`config.mk`:
```
export PLATFORM = sky130hd
export DESIGN_NAME = axi_read_responder
export DESIGN_NICKNAME = d
export VERILOG_FILES = /design/src/rtl/axi_pkg.sv /design/src/rtl/axi_burst_addr_gen.sv /design/src/rtl/axi_read_responder.sv
export SDC_FILE = /design/constraint.sdc
export NUM_CORES = 1
export LEC_CHECK = 0
export CORE_ASPECT_RATIO = 0.75
export CORE_MARGIN = 1
export CORE_UTILIZATION = 30
export CTS_CLUSTER_SIZE = 28
export DETAILED_ROUTE_END_ITERATION = 10
export PLACE_DENSITY = 0.56
export SYNTH_ARGS = -nofsm -noshare
export SYNTH_HDL_FRONTEND = slang
export SYNTH_HIERARCHICAL = 1
export SYNTH_SLANG_ARGS = --single-unit
```
`constraint.sdc`:
```
create_clock -name axi_aclk -period 7.04 [get_ports axi_aclk]
set_clock_uncertainty 0.2 [all_clocks]
set_input_delay 1.056 -clock axi_aclk [delete_from_list [all_inputs] [get_ports axi_aclk]]
set_output_delay 1.056 -clock axi_aclk [all_outputs]
set_load 0.02 [all_outputs]
```
`src/rtl/axi_pkg.sv`:
```
// Shared AXI read-side encodings and the responder FSM state type.
package axi_pkg;

    localparam logic [1:0] BURST_FIXED = 2'b00;
    localparam logic [1:0] BURST_INCR  = 2'b01;
    localparam logic [1:0] BURST_WRAP  = 2'b10;

    localparam logic [1:0] RESP_OKAY   = 2'b00;
    localparam logic [1:0] RESP_SLVERR = 2'b10;

    typedef enum logic [1:0] {
        ST_IDLE  = 2'd0,
        ST_FETCH = 2'd1,
        ST_WAITD = 2'd2,
        ST_SEND  = 2'd3
    } state_t;

endpackage

```
`src/rtl/axi_burst_addr_gen.sv`:
```
// Combinational next-beat address for FIXED/INCR/WRAP bursts, plus a flag for
// burst shapes the responder refuses (reserved type, oversize, bad WRAP length).
module axi_burst_addr_gen
    import axi_pkg::*;
#(
    parameter int AW = 32
) (
    input  logic [AW-1:0] i_addr,
    input  logic [2:0]    i_size,
    input  logic [7:0]    i_len,
    input  logic [1:0]    i_burst,
    output logic [AW-1:0] o_next_addr,
    output logic          o_illegal
);

    logic [AW-1:0] w_bytes;
    logic [AW-1:0] w_container;
    logic [AW-1:0] w_incr;
    logic          w_wrap_len_ok;

    always_comb begin
        w_bytes       = AW'(1) << i_size;
        w_container   = (AW'(i_len) + AW'(1)) * w_bytes;
        w_incr        = (i_addr & ~(w_bytes - AW'(1))) + w_bytes;
        w_wrap_len_ok = (i_len == 8'd1) || (i_len == 8'd3) ||
                        (i_len == 8'd7) || (i_len == 8'd15);

        case (i_burst)
            BURST_FIXED: o_next_addr = i_addr;
            BURST_INCR:  o_next_addr = w_incr;
            // Container is a power of two whenever the WRAP length is legal.
            BURST_WRAP:  o_next_addr = (i_addr & ~(w_container - AW'(1))) |
                                       ((i_addr + w_bytes) & (w_container - AW'(1)));
            default:     o_next_addr = i_addr;
        endcase

        o_illegal = (i_burst == 2'b11) || (i_size > 3'd3) ||
                    ((i_burst == BURST_WRAP) && !w_wrap_len_ok);
    end

endmodule

```
`src/rtl/axi_read_responder.sv`:
```
// Single-outstanding AXI read slave over a 1-cycle-latency synchronous memory.
// Define AXI_RD_RANGE_CHECK_EN to answer out-of-range byte addresses with SLVERR.
module axi_read_responder
    import axi_pkg::*;
#(
    parameter int AW     = 32,
    parameter int DW     = 64,
    parameter int MEM_AW = 10
) (
    input  logic              axi_aclk,
    input  logic              axi_aresetn,
    input  logic [AW-1:0]     axi_araddr,
    input  logic [7:0]        axi_arlen,
    input  logic [2:0]        axi_arsize,
    input  logic [1:0]        axi_arburst,
    input  logic              axi_arvalid,
    output logic              axi_arready,
    output logic [DW-1:0]     axi_rdata,
    output logic [1:0]        axi_rresp,
    output logic              axi_rlast,
    output logic              axi_rvalid,
    input  logic              axi_rready,
    output logic              mem_rd_en,
    output logic [MEM_AW-1:0] mem_rd_addr,
    input  logic [DW-1:0]     mem_rd_data,
    output logic [1:0]        o_dbg_state
);

    state_t        r_state;
    logic [AW-1:0] r_addr;
    logic [7:0]    r_len;
    logic [2:0]    r_size;
    logic [1:0]    r_burst;
    logic [7:0]    r_beat;
    logic          r_arready;
    logic          r_rvalid;
    logic          r_rlast;
    logic [1:0]    r_rresp;
    logic [DW-1:0] r_rdata;

    logic [AW-1:0] w_next_addr;
    logic          w_illegal;
    logic          w_range_err;
    logic          w_beat_err;

    axi_burst_addr_gen #(
        .AW (AW)
    ) u_addr_gen (
        .i_addr      (r_addr),
        .i_size      (r_size),
        .i_len       (r_len),
        .i_burst     (r_burst),
        .o_next_addr (w_next_addr),
        .o_illegal   (w_illegal)
    );

`ifdef AXI_RD_RANGE_CHECK_EN
    assign w_range_err = |(r_addr >> (MEM_AW + 3));
`else
    assign w_range_err = 1'b0;
`endif

    // Error beats still walk FETCH/WAITD so every beat keeps the same cadence.
    assign w_beat_err  = w_illegal || w_range_err;
    assign mem_rd_en   = (r_state == ST_FETCH) && !w_beat_err;
    assign mem_rd_addr = r_addr[MEM_AW+2:3];

    assign axi_arready = r_arready;
    assign axi_rvalid  = r_rvalid;
    assign axi_rlast   = r_rlast;
    assign axi_rresp   = r_rresp;
    assign axi_rdata   = r_rdata;
    assign o_dbg_state = r_state;

    always_ff @(posedge axi_aclk or negedge axi_aresetn) begin
        if (!axi_aresetn) begin
            r_state   <= ST_IDLE;
            r_addr    <= '0;
            r_len     <= '0;
            r_size    <= '0;
            r_burst   <= '0;
            r_beat    <= '0;
            r_arready <= 1'b0;
            r_rvalid  <= 1'b0;
            r_rlast   <= 1'b0;
            r_rresp   <= RESP_OKAY;
            r_rdata   <= '0;
        end else begin
            case (r_state)
                ST_IDLE: begin
                    r_arready <= 1'b1;
                    if (axi_arvalid && r_arready) begin
                        r_addr    <= axi_araddr;
                        r_len     <= axi_arlen;
                        r_size    <= axi_arsize;
                        r_burst   <= axi_arburst;
                        r_beat    <= '0;
                        r_arready <= 1'b0;
                        r_state   <= ST_FETCH;
                    end
                end
                ST_FETCH: begin
                    r_state <= ST_WAITD;
                end
                ST_WAITD: begin
                    r_rvalid <= 1'b1;
                    r_rdata  <= w_beat_err ? '0 : mem_rd_data;
                    r_rresp  <= w_beat_err ? RESP_SLVERR : RESP_OKAY;
                    r_rlast  <= (r_beat == r_len);
                    r_state  <= ST_SEND;
                end
                ST_SEND: begin
                    if (axi_rready) begin
                        r_rvalid <= 1'b0;
                        r_rlast  <= 1'b0;
                        if (r_rlast) begin
                            r_arready <= 1'b1;
                            r_state   <= ST_IDLE;
                        end else begin
                            r_addr  <= w_next_addr;
                            r_beat  <= r_beat + 8'd1;
                            r_state <= ST_FETCH;
                        end
                    end
                end
                default: r_state <= ST_IDLE;
            endcase
        end
    end

endmodule
```
Yosys cells after proc, flatten, opt, wreduce, memory -nomap -nowiden
Cells that the tools add are included.

storage, ports and cells
  output and inout port bits = 82
  register bits after elaboration = 124

operators by class
  reduce and logical (&&, ||, !) cells = 19
  equal/unequal tests = 16
  bitwise gates (word level) = 6
  $mul = 1
  add/sub/neg operators = 6
  shifts and indexed selects = 1
  $lt $le $gt $ge = 1
  muxes and demuxes = 22

operators by type and width
  operator                                                               count
  32-bit one-hot mux with 2 select lines                                 2
  32-bit bitwise AND                                                     3
  32-bit two-way mux                                                     3
  32-bit adder                                                           2
  64-bit two-way mux                                                     1
  32-bit inverter                                                        2
  32-bit by 1-bit subtractor with 32-bit output, second input constant   2
  32-bit by 32-bit multiplier with 32-bit output                         1
  32-bit bitwise OR                                                      1
  1-bit by 3-bit left shift with 32-bit output, first input constant     1
  8-bit two-way mux                                                      3
  8-bit one-hot mux with 2 select lines                                  1
  8-bit by 1-bit adder with 9-bit output, second input constant          1
  8-bit by 1-bit adder with 8-bit output, second input constant          1
  2-bit equality test, second input constant                             4
  8-bit by 1-bit equality test with 1-bit output, second input constant  1
  8-bit by 2-bit equality test with 1-bit output, second input constant  1
  8-bit by 3-bit equality test with 1-bit output, second input constant  1
  8-bit by 4-bit equality test with 1-bit output, second input constant  1
  8-bit equality test                                                    1
  2-bit inequality test, second input constant                           4
  2-bit one-hot mux with 4 select lines                                  1
  2-bit two-way mux                                                      3
  1-bit one-hot mux with 2 select lines                                  3
  13 further kinds                                                       28

Longest topological paths before layout
  depth in word-level cells = 10
  gate-level depth with buffers = 26

Hierarchy
Netlist, hierarchy kept.

by module, submodules not included
  module              times used  area each (µm²)  seq. area each (µm²)  cells each
  axi_burst_addr_gen  1           6039.5           0.0                   863
  axi_read_responder  1           5815.6           3078.0                549

Least setup slack after synthesis
No wires, ideal clock.

  kind = register to register
  start point = register r_size[0]
  end point = register r_addr[27]
  setup time = 119 ps
  slack = 537 ps
  path buffers = 2
  data arrival time = 6184 ps
  data required time = 6721 ps
  cell stages (with the launch flop) = 24
  path through = dfrtp_1 > buf_6 > buf_2 > nor3_1 > nand2b_1 > fa_1 > inv_1 > fa_1 > fa_1 > fa_1 > inv_1 > fa_1 > inv_1 > ha_1 > o21a_1 > o211ai_1 > o221ai_1 > a21oi_2 > o21bai_1 > or2_2 > o21a_1 > o41a_1 > mux2i_1 > o21ai_2

on the way
  longest elaborated chain between the ends = 10
  elaborated cells between the ends (all ways) = 16

RTL lines
  item                                              RTL line                                            RTL
  from (decl)                                       axi_read_responder.sv:32                            logic [2:0] r_size;
  from (signal assigned)                            axi_read_responder.sv:95                            r_size <= axi_arsize;
  1-bit by 3-bit left shift with 32-bit output (*)  axi_burst_addr_gen.sv:22                            w_bytes = AW'(1) << i_size;
  32-bit by 32-bit multiplier with 32-bit output    axi_burst_addr_gen.sv:23                            w_container = (AW'(i_len) + AW'(1)) * w_bytes;
  32-bit by 1-bit subtractor with 32-bit output     axi_burst_addr_gen.sv:32, axi_burst_addr_gen.sv:33
  32-bit inverter                                   axi_burst_addr_gen.sv:32                            BURST_WRAP: o_next_addr = (i_addr & ~(w_container - AW'(1))) |
  32-bit bitwise AND                                axi_burst_addr_gen.sv:32
  32-bit bitwise OR                                 axi_burst_addr_gen.sv:32
  32-bit one-hot mux with 2 select lines (*)        axi_burst_addr_gen.sv:28                            case (i_burst)
  via w_next_addr[27]                               axi_read_responder.sv:41                            logic [AW-1:0] w_next_addr;
  32-bit two-way mux (*)                            axi_read_responder.sv:116                           if (r_rlast) begin
  32-bit two-way mux (*)                            axi_read_responder.sv:113                           if (axi_rready) begin
  32-bit one-hot mux with 2 select lines (*)        axi_read_responder.sv:89                            case (r_state)
  to (signal assigned)                              axi_read_responder.sv:93                            r_addr <= axi_araddr;
  to (signal assigned)                              axi_read_responder.sv:120                           r_addr <= w_next_addr;
  to (decl)                                         axi_read_responder.sv:30                            logic [AW-1:0] r_addr;

The timed path passes the listed nets; every way through them passes the cells marked *. The select of a mux whose other input is x is not followed.
A chain may end at the register's enable or synchronous reset.

Worst setup path in the final report
  start point = register r_size[0]
  end point = register r_addr[10]

Same word-level chain as after synthesis.

==> impl_metrics.csv <==
group,metric,value,unit
placement,gp_congestion,0.855,
global_route,grt_start_max_net_pins,132,
layout,drive_above_1_share,7.17,%
placement,place_hpwl,19500,um
drt,wl,25600,um
worst_setup_path,path_cells,"or3_1 -> inv_2 -> nand2b_1 -> fa_1 -> inv_1 -> fa_1 -> fa_1 -> fa_1 -> inv_1 -> fa_1 -> inv_1 -> ha_1 -> nor2_1 -> or3_1 -> o21ai_0 -> xor2_1 -> a41oi_1 -> o21ai_0 -> o211ai_1 -> mux2i_1 -> o21ai_2",
sta,setup_viol,0,
sta,period_minus_slack,6550,ps
layout,seq_area,2610,um^2
clock_network,path_clk_slew,80,ps
drt,drtPass1Iterations,5,
global_route,grtUsageTotal,17.1,%
clock_network,cts.path.max_buffers,2,
clock_network,clock_latency,360,ps
sta,tns,0,ps
layout,syn2layout_area_growth,26.2,%
sta,hold_viol,0,
clock_network,cts_tree,"yes",
worst_setup_path,endpoint_kind,"flop",
floorplanning,die_width,201,um
layout,multi_input_area,5340,um^2
drt,wl_per_cell,16.5,um
worst_setup_path,path_buf_inv,4,
global_route,grt_pass1_wl,40900,um
sta,fin_crit_sh,93.1,%
synth,syn_nets,1237,
clock_network,cts_setup_buffers,0,
layout,fillers,2910,
sta,max_freq,153,MHz
global_route,grt_overflow,0,
worst_setup_path,cp.required,7070,ps
worst_setup_path,crit_arrival,6590,ps
global_route,first_global_vias,7375,
worst_setup_path,max_stage_delay,630,ps
clock_network,cts_made_buffers,9,
global_route,antenna_found_initial,0,
clock_network,cts_resized,0,
sta,slew_violations,0,
sta,fin_ws,486,ps
floorplanning,rows,54,
drt,drc,0,
clock_network,root_buffer,"clkbuf_16",
layout,nets,1370,
drt,ant_nets,0,
sta,max_slew.worst_pin.slew,1120,ps
placement,io_buffers,174,
floorplanning,dieArea,30300,um^2
floorplanning,io-pin-count,195,
drt,viasPerCell,4.80,
synth,syn_inst,1020,
synth,syn-cell-area,8880,um^2
placement,place_ws,332,ps
floorplanning,start_util,30.5,%
clock_network,clock-sinks,104,
drt,drt_iter0_drc,503,
sta,slew_headroom,25.5,%
layout,final_common_cell,"clkdlybuf4s50_1",
sta,timing.hold.ws,326,ps
clock_network,cts_hold_buf,0,
worst_setup_path,cp_max_fo,18,
layout,fin_util,38.5,%
worst_setup_path,cpMostUsedCell,"fa_1",
layout,num_antenna_cells,0,
worst_setup_path,cp_slowest_cell,"dfrtp_1",
worst_setup_path,start_kind,"flop",
worst_setup_path,path_class,"flop to flop",
worst_hold_path,hp-class,"flop to flop",
floorplanning,die_h,151,um
worst_setup_path,critical_path.top_delay_family,"adder cells",
synth,syn_avg_cell_area,8.70,um^2
layout,layout_common_cells,"173 x clkdlybuf4s50_1, 146 x inv_1, 102 x dfrtp_1",
floorplanning,coreArea,29100,um^2
sta,rsz0062_at_grt,"false",
run,maxCapViolCount,0,
synth,yosysWarnings,6,
clock_network,htreeDepth,3,
outcome,status,"finished, final reports clean",
drt,via_count,7436,
==> final timing paths <==
check	start	slack, ps	cells after the start	endpoint
worst max register to register	r_size[0]	490	21	r_addr[10]
max in group asynchronous	axi_aresetn	4850	2	axi_rdata[56]
worst min-delay path	axi_rdata[40]	330	2	axi_rdata[40]
min in group asynchronous	axi_aresetn	420	1	axi_rdata[54]
worst min register to register	axi_rdata[40]	330	2	axi_rdata[40]
worst max-delay path	r_size[0]	490	21	r_addr[10]
==> worst reg2reg max path, delay by kind of cell, from the launching register on <==
kind,cells,cell delay [ps]
AOI/OAI and AO/OA,5,690
xor gates and xnor gates,1,250
adders and majority gates,6,2920
buffers and inverters,4,370
DFF,1,630
muxes,1,190
and+or+nand+nor,4,1170
==> final cells by class <==
class,instances,share of cell area [%]
multi-input cells,692,47.7
flip-flops and latches,104,23.3
repair buffers,193,16.8
inverters,153,5.13
well taps,392,4.38
clock buffers,9,2.01
clock inverters,7,0.760
==> sequential cells by signal, summed over array words and instances, names as in the netlist <==
signal and cells:
axi_rvalid 1, axi_rresp 1, r_len 8, axi_arready 1, r_addr 13, r_beat 8, axi_rlast 1, axi_rdata 64
r_size 3, r_burst 2, o_dbg_state 2
==> per-stage QoR <==
step           cells  instance area, um^2
2_1_floorplan   1020                 8880
3_3_place_gp    1534                10900
3_5_place_dp    1534                10900
4_1_cts         1550                11200
5_1_grt         1550                11200
6_report        1550                11200
==> routing by layer <==
layer	up-vias	global-route usage [%]	wire, um
li1	3645	-	-
met1	3541	24.1	12200
met2	228	25.7	10900
met3	22	4.80	2090
met4	0	4.58	419
met5	-	0	0
Power is left out: the tool's default activity adds up to more than one toggle a clock period on the data nets, which glitch-free logic cannot reach.
